## src/rtl/keypad_pkg.sv

```systemverilog
`default_nettype none
// ============================================================================
// Module   : keypad_pkg
// Purpose  : Shared keypad encoding used by both the keypad scanner and the
//            keypad emulator: key codes, column/row line patterns and the
//            emulator state type.
// Revision : 1.0 - initial release
// ============================================================================
package keypad_pkg;

  // Key codes as emitted by the scanner.
  localparam logic [2:0] KP_NONE   = 3'b000;
  localparam logic [2:0] KP_100    = 3'b001;
  localparam logic [2:0] KP_500    = 3'b010;
  localparam logic [2:0] KP_CANDY  = 3'b101;
  localparam logic [2:0] KP_CHANGE = 3'b110;
  localparam logic [2:0] KP_RESET  = 3'b111;

  // One-hot column strobes.
  localparam logic [2:0] COL_NONE = 3'b000;
  localparam logic [2:0] COL_1    = 3'b001;
  localparam logic [2:0] COL_2    = 3'b010;
  localparam logic [2:0] COL_3    = 3'b100;

  // Active-high row lines.
  localparam logic [3:0] ROW_NONE = 4'b0000;
  localparam logic [3:0] ROW_1    = 4'b0001;
  localparam logic [3:0] ROW_2    = 4'b0010;
  localparam logic [3:0] ROW_3    = 4'b0100;
  localparam logic [3:0] ROW_4    = 4'b1000;

  // Emulator press/release sequencer states.
  typedef enum logic [2:0] {
    ST_IDLE       = 3'd0,
    ST_BOUNCE_IN  = 3'd1,
    ST_HOLD       = 3'd2,
    ST_BOUNCE_OUT = 3'd3,
    ST_RELEASE    = 3'd4
  } kp_state_t;

endpackage
`default_nettype wire

```

## src/rtl/keypad_emulator_if.sv

```systemverilog
`default_nettype none
// ============================================================================
// Module   : keypad_emulator_if
// Purpose  : Scan lines plus key-request handshake between a key-entry
//            master (script / testbench) and the keypad emulator.
// Revision : 1.0 - initial release
// ============================================================================
interface keypad_emulator_if;
  logic [2:0] col;
  logic [3:0] row;
  logic       req_valid;
  logic [2:0] req_code;
  logic       req_ready;
  logic       busy;
  logic       done;
  logic       err;

  // Side that strobes columns and issues key requests.
  modport master (
    output col, req_valid, req_code,
    input  row, req_ready, busy, done, err
  );

  // The emulated keypad itself.
  modport slave (
    input  col, req_valid, req_code,
    output row, req_ready, busy, done, err
  );
endinterface
`default_nettype wire

```

## src/rtl/keypad_key_lut.sv

```systemverilog
`default_nettype none
// ============================================================================
// Module   : keypad_key_lut
// Purpose  : Maps a key code to the switch position it closes, expressed as
//            the (column, row) pair wired together by that key.
// Revision : 1.0 - initial release
// ============================================================================
module keypad_key_lut
  import keypad_pkg::*;
(
  input  logic [2:0] i_code,
  output logic       o_valid,
  output logic [2:0] o_col,
  output logic [3:0] o_row
);

  // Code decode; unpopulated codes report invalid with no lines selected.
  always_comb begin
    o_valid = 1'b0;
    o_col   = COL_NONE;
    o_row   = ROW_NONE;
    case (i_code)
      KP_100:    begin o_valid = 1'b1; o_col = COL_1; o_row = ROW_1; end
      KP_500:    begin o_valid = 1'b1; o_col = COL_2; o_row = ROW_2; end
      KP_CANDY:  begin o_valid = 1'b1; o_col = COL_1; o_row = ROW_4; end
      KP_CHANGE: begin o_valid = 1'b1; o_col = COL_3; o_row = ROW_4; end
      KP_RESET:  begin o_valid = 1'b1; o_col = COL_2; o_row = ROW_4; end
      KP_NONE:   begin end
      default:   begin end
    endcase
  end

endmodule
`default_nettype wire

```

## src/rtl/keypad_emulator.sv

```systemverilog
`default_nettype none
// ============================================================================
// Module   : keypad_emulator
// Purpose  : Behaves as one physical key on a 3x4 scanned keypad. A request
//            closes the selected switch through optional press bounce, a
//            solid hold, optional release bounce and a minimum open time.
//            The row lines are pure combinational wiring from the column
//            strobe, exactly like a real switch matrix.
// Revision : 1.0 - initial release
// ============================================================================
module keypad_emulator
  import keypad_pkg::*;
#(
  parameter int HOLD_CYCLES    = 1000,
  parameter int BOUNCE_CYCLES  = 16,
  parameter int BOUNCE_PERIOD  = 3,
  parameter int RELEASE_CYCLES = 1000,
  parameter int CNT_W          = 16
) (
  input  logic              clk,
  input  logic              reset,
  keypad_emulator_if.slave  bus
);

  // Phase counters count down from (length-1) to 0; a zero length is run
  // as a single cycle so every phase is visible for at least one clock.
  localparam logic [CNT_W-1:0] c_hold_last    =
    CNT_W'((HOLD_CYCLES == 0) ? 0 : HOLD_CYCLES - 1);
  localparam logic [CNT_W-1:0] c_release_last =
    CNT_W'((RELEASE_CYCLES == 0) ? 0 : RELEASE_CYCLES - 1);
  localparam logic [CNT_W-1:0] c_bounce_last  =
    CNT_W'((BOUNCE_CYCLES == 0) ? 0 : BOUNCE_CYCLES - 1);
  localparam logic [CNT_W-1:0] c_period_last  =
    CNT_W'((BOUNCE_PERIOD < 1) ? 0 : BOUNCE_PERIOD - 1);
  localparam logic [CNT_W-1:0] c_one          = CNT_W'(1);

  kp_state_t        r_state;
  kp_state_t        w_state_n;
  logic [CNT_W-1:0] r_phase;
  logic [CNT_W-1:0] w_phase_n;
  logic [CNT_W-1:0] r_sub;
  logic [CNT_W-1:0] w_sub_n;
  logic             r_contact;
  logic             w_contact_n;
  logic             r_done;
  logic             w_done_n;
  logic             r_err;
  logic             w_err_n;
  logic             w_tgt_load;
  logic [2:0]       r_tgt_col;
  logic [3:0]       r_tgt_row;

  logic             w_lut_valid;
  logic [2:0]       w_lut_col;
  logic [3:0]       w_lut_row;

  keypad_key_lut u_key_lut (
    .i_code  (bus.req_code),
    .o_valid (w_lut_valid),
    .o_col   (w_lut_col),
    .o_row   (w_lut_row)
  );

  // State, counters, contact, target latch and status pulses.
  always_ff @(posedge clk or posedge reset) begin
    if (reset) begin
      r_state   <= ST_IDLE;
      r_phase   <= '0;
      r_sub     <= '0;
      r_contact <= 1'b0;
      r_done    <= 1'b0;
      r_err     <= 1'b0;
      r_tgt_col <= COL_NONE;
      r_tgt_row <= ROW_NONE;
    end else begin
      r_state   <= w_state_n;
      r_phase   <= w_phase_n;
      r_sub     <= w_sub_n;
      r_contact <= w_contact_n;
      r_done    <= w_done_n;
      r_err     <= w_err_n;
      if (w_tgt_load) begin
        r_tgt_col <= w_lut_col;
        r_tgt_row <= w_lut_row;
      end
    end
  end

  // Next-state, counter reloads and contact waveform for each phase.
  always_comb begin
    w_state_n   = r_state;
    w_phase_n   = r_phase;
    w_sub_n     = r_sub;
    w_contact_n = r_contact;
    w_done_n    = 1'b0;
    w_err_n     = 1'b0;
    w_tgt_load  = 1'b0;
    case (r_state)
      ST_IDLE: begin
        if (bus.req_valid) begin
          if (w_lut_valid) begin
            w_tgt_load  = 1'b1;
            w_contact_n = 1'b1;
            w_sub_n     = '0;
            if (BOUNCE_CYCLES == 0) begin
              w_state_n = ST_HOLD;
              w_phase_n = c_hold_last;
            end else begin
              w_state_n = ST_BOUNCE_IN;
              w_phase_n = c_bounce_last;
            end
          end else begin
            w_err_n = 1'b1;
          end
        end
      end
      ST_BOUNCE_IN, ST_BOUNCE_OUT: begin
        if (r_phase == '0) begin
          w_sub_n = '0;
          if (r_state == ST_BOUNCE_IN) begin
            w_state_n   = ST_HOLD;
            w_phase_n   = c_hold_last;
            w_contact_n = 1'b1;
          end else begin
            w_state_n   = ST_RELEASE;
            w_phase_n   = c_release_last;
            w_contact_n = 1'b0;
          end
        end else begin
          w_phase_n = r_phase - c_one;
          if (r_sub == c_period_last) begin
            w_sub_n     = '0;
            w_contact_n = ~r_contact;
          end else begin
            w_sub_n = r_sub + c_one;
          end
        end
      end
      ST_HOLD: begin
        if (r_phase == '0) begin
          w_contact_n = 1'b0;
          w_sub_n     = '0;
          if (BOUNCE_CYCLES == 0) begin
            w_state_n = ST_RELEASE;
            w_phase_n = c_release_last;
          end else begin
            w_state_n = ST_BOUNCE_OUT;
            w_phase_n = c_bounce_last;
          end
        end else begin
          w_phase_n = r_phase - c_one;
        end
      end
      ST_RELEASE: begin
        if (r_phase == '0) begin
          w_state_n = ST_IDLE;
          w_done_n  = 1'b1;
        end else begin
          w_phase_n = r_phase - c_one;
        end
      end
      default: begin
        w_state_n   = ST_IDLE;
        w_contact_n = 1'b0;
      end
    endcase
  end

  // Switch-matrix wiring: the closed key shorts its column onto its row.
  always_comb begin
    bus.row = (r_contact && (bus.col == r_tgt_col)) ? r_tgt_row : ROW_NONE;
  end

  // Handshake and status outputs.
  always_comb begin
    bus.req_ready = (r_state == ST_IDLE);
    bus.busy      = (r_state != ST_IDLE);
    bus.done      = r_done;
    bus.err       = r_err;
  end

endmodule
`default_nettype wire

```

## src/flat_wrapper.sv

```systemverilog
// flat-port wrapper written by rule: the top's interface ports become plain ports
module keypad_emulator_flat import keypad_pkg::*;
#(
  parameter int HOLD_CYCLES    = 1000,
  parameter int BOUNCE_CYCLES  = 16,
  parameter int BOUNCE_PERIOD  = 3,
  parameter int RELEASE_CYCLES = 1000,
  parameter int CNT_W          = 16
)
  (clk, reset, bus_col, bus_req_valid, bus_req_code, bus_row, bus_req_ready, bus_busy, bus_done, bus_err);
  keypad_emulator_if bus_i ();
  input  logic clk;
  input  logic reset;
  input wire logic [$bits(bus_i.col)-1:0] bus_col;
  input wire logic [$bits(bus_i.req_valid)-1:0] bus_req_valid;
  input wire logic [$bits(bus_i.req_code)-1:0] bus_req_code;
  output wire logic [$bits(bus_i.row)-1:0] bus_row;
  output wire logic [$bits(bus_i.req_ready)-1:0] bus_req_ready;
  output wire logic [$bits(bus_i.busy)-1:0] bus_busy;
  output wire logic [$bits(bus_i.done)-1:0] bus_done;
  output wire logic [$bits(bus_i.err)-1:0] bus_err;
  assign bus_i.col = bus_col;
  assign bus_i.req_valid = bus_req_valid;
  assign bus_i.req_code = bus_req_code;
  assign bus_row = bus_i.row;
  assign bus_req_ready = bus_i.req_ready;
  assign bus_busy = bus_i.busy;
  assign bus_done = bus_i.done;
  assign bus_err = bus_i.err;
  keypad_emulator #(.HOLD_CYCLES(HOLD_CYCLES), .BOUNCE_CYCLES(BOUNCE_CYCLES), .BOUNCE_PERIOD(BOUNCE_PERIOD), .RELEASE_CYCLES(RELEASE_CYCLES), .CNT_W(CNT_W)) u_core (.clk(clk), .reset(reset), .bus(bus_i));
endmodule
```

## config.mk

```make
export PLATFORM = sky130hd
export DESIGN_NAME = keypad_emulator_flat
export DESIGN_NICKNAME = d
export VERILOG_FILES = /design/src/rtl/keypad_pkg.sv /design/src/rtl/keypad_emulator_if.sv /design/src/rtl/keypad_key_lut.sv /design/src/rtl/keypad_emulator.sv /design/src/flat_wrapper.sv
export SDC_FILE = /design/constraint.sdc
export NUM_CORES = 1
export LEC_CHECK = 0
export BUFFER_PORTS_ARGS = -buffer_cell sky130_fd_sc_hd__buf_2
export CORE_MARGIN = 2
export CORE_UTILIZATION = 40
export DETAILED_ROUTE_END_ITERATION = 10
export GPL_ROUTABILITY_DRIVEN = 0
export SYNTH_ARGS = -nofsm -noshare
export SYNTH_HDL_FRONTEND = slang
export SYNTH_SLANG_ARGS = --single-unit
```

## constraint.sdc

```tcl
create_clock -name clk -period 7.2 [get_ports clk]
set_input_delay 0.72 -clock clk [delete_from_list [all_inputs] [get_ports clk]]
set_output_delay 0.72 -clock clk [all_outputs]
set_load 0.02 [all_outputs]
```

==> run_results.csv <==
group,metric,value,unit
power_and_ir_drop,irDropWorstVdd,0.0662,mV
worst_hold_path,hold_path.class,"flip-flop to flip-flop",
sta,rsz0062_at_grt,"false",
finish,multi_input_area,1520,sq um
routing,drtPass1Iterations,4,
die,initial_core_util,0.408,
setup_path,r2r_setup_slack,4.04,ns
sta,fin_crit,3.16,ns
synthesis,synth_cells,324,
routing,vias,2477,
finish,layout.cells.most_common,"dfrtp_1",
routing,drtAntennaViolNets,0,
synthesis,synth.top_cell.area_share,0.401,
sta,slew-limit-headroom,0.0942,
run,maxCapViolCount,0,
clock_tree,clkTransAtPathRegs,0.08,ns
clock_tree,clock_path_buffers,2,
clock_tree,insertion_delay,0.30,ns
worst_hold_path,min-delay-start,"u_core.r_tgt_row[0]",
die,die_y,86.8,um
synthesis,synth_top_family_by_area,"simple AND/OR/NAND/NOR gates",
synthesis,ys.warnings.count,0,
grt,grt_antenna_before_repair,0,
clock_tree,postCtsSetupBuffers,0,
finish,fill_cells,649,
synthesis,synth.avg_cell_area,8.46,sq um
setup_path,worstSetupStartpointType,"flip-flop",
routing,post_drt_wl_per_cell,16.4,um
synthesis,synth_area,2740,sq um
routing,drc,0,
setup_path,ff2ff_path_depth,7,
sta,max_freq,317,MHz
clock_tree,cts_buffers,5,
setup_path,worstSetupStartpoint,"u_core.r_phase[0]",
routing,drt_wl_total,6.66,mm
die,ios,17,
setup_path,cp_max_fo,15,
synthesis,async_flop_share,1.00,
sta,setup_viol,0,
die,core,6720,sq um
grt,grt_max_degree,45,
setup_path,crit_arrival,3.34,ns
synthesis,yosysSeqAreaShare,0.401,
power_and_ir_drop,power_density,166,nW/um^2
finish,final_cell_mix,"dfrtp_1 (44), nand2_1 (37), nor2_1 (30)",
synthesis,ys_types,60,
placed_design,place_ws,4.12,ns
clock_tree,cts_root_buf,"clkbuf_8",
synthesis,yosys-top-cells-area,"dfrtp_1 (40%), nand2_1 (5.1%), nor2_1 (4.1%)",
synthesis,ys.flop_type,"dfrtp_1",
grt,grt_pass1_vias,2246,
finish,drive_gt1_frac,0.107,
worst_hold_path,min_path_cells,2,
setup_path,reg2reg_from,"u_core.r_phase[0]",
clock_tree,cts.sinks,44,
sta,slew_violations,0,
finish,register_area,1100,sq um
sta,fin_crit_sh,0.438,
synthesis,synth_compound_area_frac,0.220,
setup_path,reg2reg_to,"u_core.r_phase[6]",
synthesis,synth_nets,336,
sta,setup_tns,0,ns
sta,skew,0.00601,ns
placed_design,hpwlAfterDp,4.64,mm
clock_tree,cts.htree.levels,2,
die,dieWidth,86.8,um
grt,grt_overflow_total,0,
worst_hold_path,whs_endpoint,"u_core.r_tgt_row[0]",
routing,vias_per_cell,6.10,
run_status,outcome,"complete, no violations",
clock_tree,tritoncts,"done",
grt,grt_pass1_wl,11.2,mm
sta,hold_violations,0,
grt,grt_util_all_layers,0.187,
placed_design,placedCellCount,399,
synthesis,synth_edf_count,0,
clock_tree,cts.repair.resized,0,
die,dieArea,7540,sq um
finish,nets,338,
synthesis,synth-xor-area-share,0.0383,
synthesis,synth-simple-area-share,0.276,
sta,worstMarginPinSlew,1.35,ns
routing,first_iter_violations,144,
setup_path,endpoint_kind,"flip-flop",
synthesis,synthMuxAreaShare,0.00365,
finish,syn_to_final_growth,6.93,%
die,rows,30,
finish,n_antenna_cell,0,
setup_path,worstSetupPathType,"flip-flop to flip-flop",
sta,whs,0.488,ns
setup_path,cp.required,7.38,ns
finish,fin_cells,406,
sta,fin_ws,4.04,ns
placed_design,portBuffers,15,
power_and_ir_drop,p_leak,1.17,nW
synthesis,synth_top_cell_by_area,"dfrtp_1",
clock_tree,cts_hold_buf,0,
synthesis,synthAdderAreaFrac,0.0137,
synthesis,ys_ff_latch,44,
-- critical path, cell delays in order (launching register included) --
cell and delay, ns:
dfrtp_1 0.40, inv_1 0.10, ha_1 0.22, or3b_2 0.55
nor4_2 1.10, o21ai_1 0.37, nand3_1 0.20, o21ai_0 0.09
-- routing by layer --
layer / track usage / vias to the layer above / part of all wire
li1: - / 1199 / -
met1: 0.264 / 1195 / 0.48
met2: 0.289 / 76 / 0.45
met3: 0.0381 / 7 / 0.054
met4: 0.0540 / 0 / 0.011
met5: 0 / - / 0
-- state kept, by name, indices dropped and copies added (netlist names) --
register / cells
u_core.r_phase: 16
u_core.bus.err: 1
u_core.r_tgt_col: 3
u_core.r_tgt_row: 3
u_core.r_sub: 16
u_core.r_contact: 1
u_core.bus.done: 1
u_core.r_state: 3
-- through the flow --
stage	instance area, sq um	total power, mW	utilization
after floorplan	2740	0.306	-
after global placement	2840	0.318	0.422
after detailed placement	2840	0.319	0.422
after CTS	2930	0.488	0.436
after global routing	2930	0.507	0.436
final	2930	0.486	0.436
-- where the power goes --
| group | switching, mW | internal, mW | total, mW | leakage (nW) |
|---|---|---|---|---|
| registers | 0.0182 | 0.259 | 0.277 | 0.556 |
| clock network | 0.0853 | 0.0856 | 0.171 | 0.0503 |
| logic | 0.0221 | 0.0154 | 0.0375 | 0.568 |
-- synthesized netlist by cell type (all sizes together), types with 9 or more instances --
cell	number
nor2	30
nand2	37
nand3	16
nor4	9
o21ai	22
inv	12
a21oi	18
xnor2	10
clkbuf	17
dfrtp	44
-- logic make-up after synthesis --
kind of cell,count (synthesis)
and+or+nand+nor,141
AOI/OAI and AO/OA,90
DFF,44
buffers and inverters,32
xor gates and xnor gates,12
adders and majority gates,3
other,1
muxes,1
-- worst max path at each step --
stage / end / depth (start not counted) / slack, ns
3_5_place_dp: u_core.r_sub[14] / 7 / 4.12
6_report: u_core.r_phase[6] / 7 / 4.04
4_1_cts: u_core.r_sub[9] / 7 / 4.05
3_3_place_gp: u_core.r_phase[6] / 7 / 4.13
5_1_grt: u_core.r_sub[9] / 7 / 3.75
2_1_floorplan: u_core.r_sub[8] / 7 / 4.76
-- layout make-up --
type,count,area share
tap,80,0.0341
clock buffer,7,0.0328
timing repair buffer,15,0.0256
inverter,12,0.0154
sequential,44,0.375
multi-input combinational,248,0.517
Note: power is estimated with default switching activity, not from simulation.
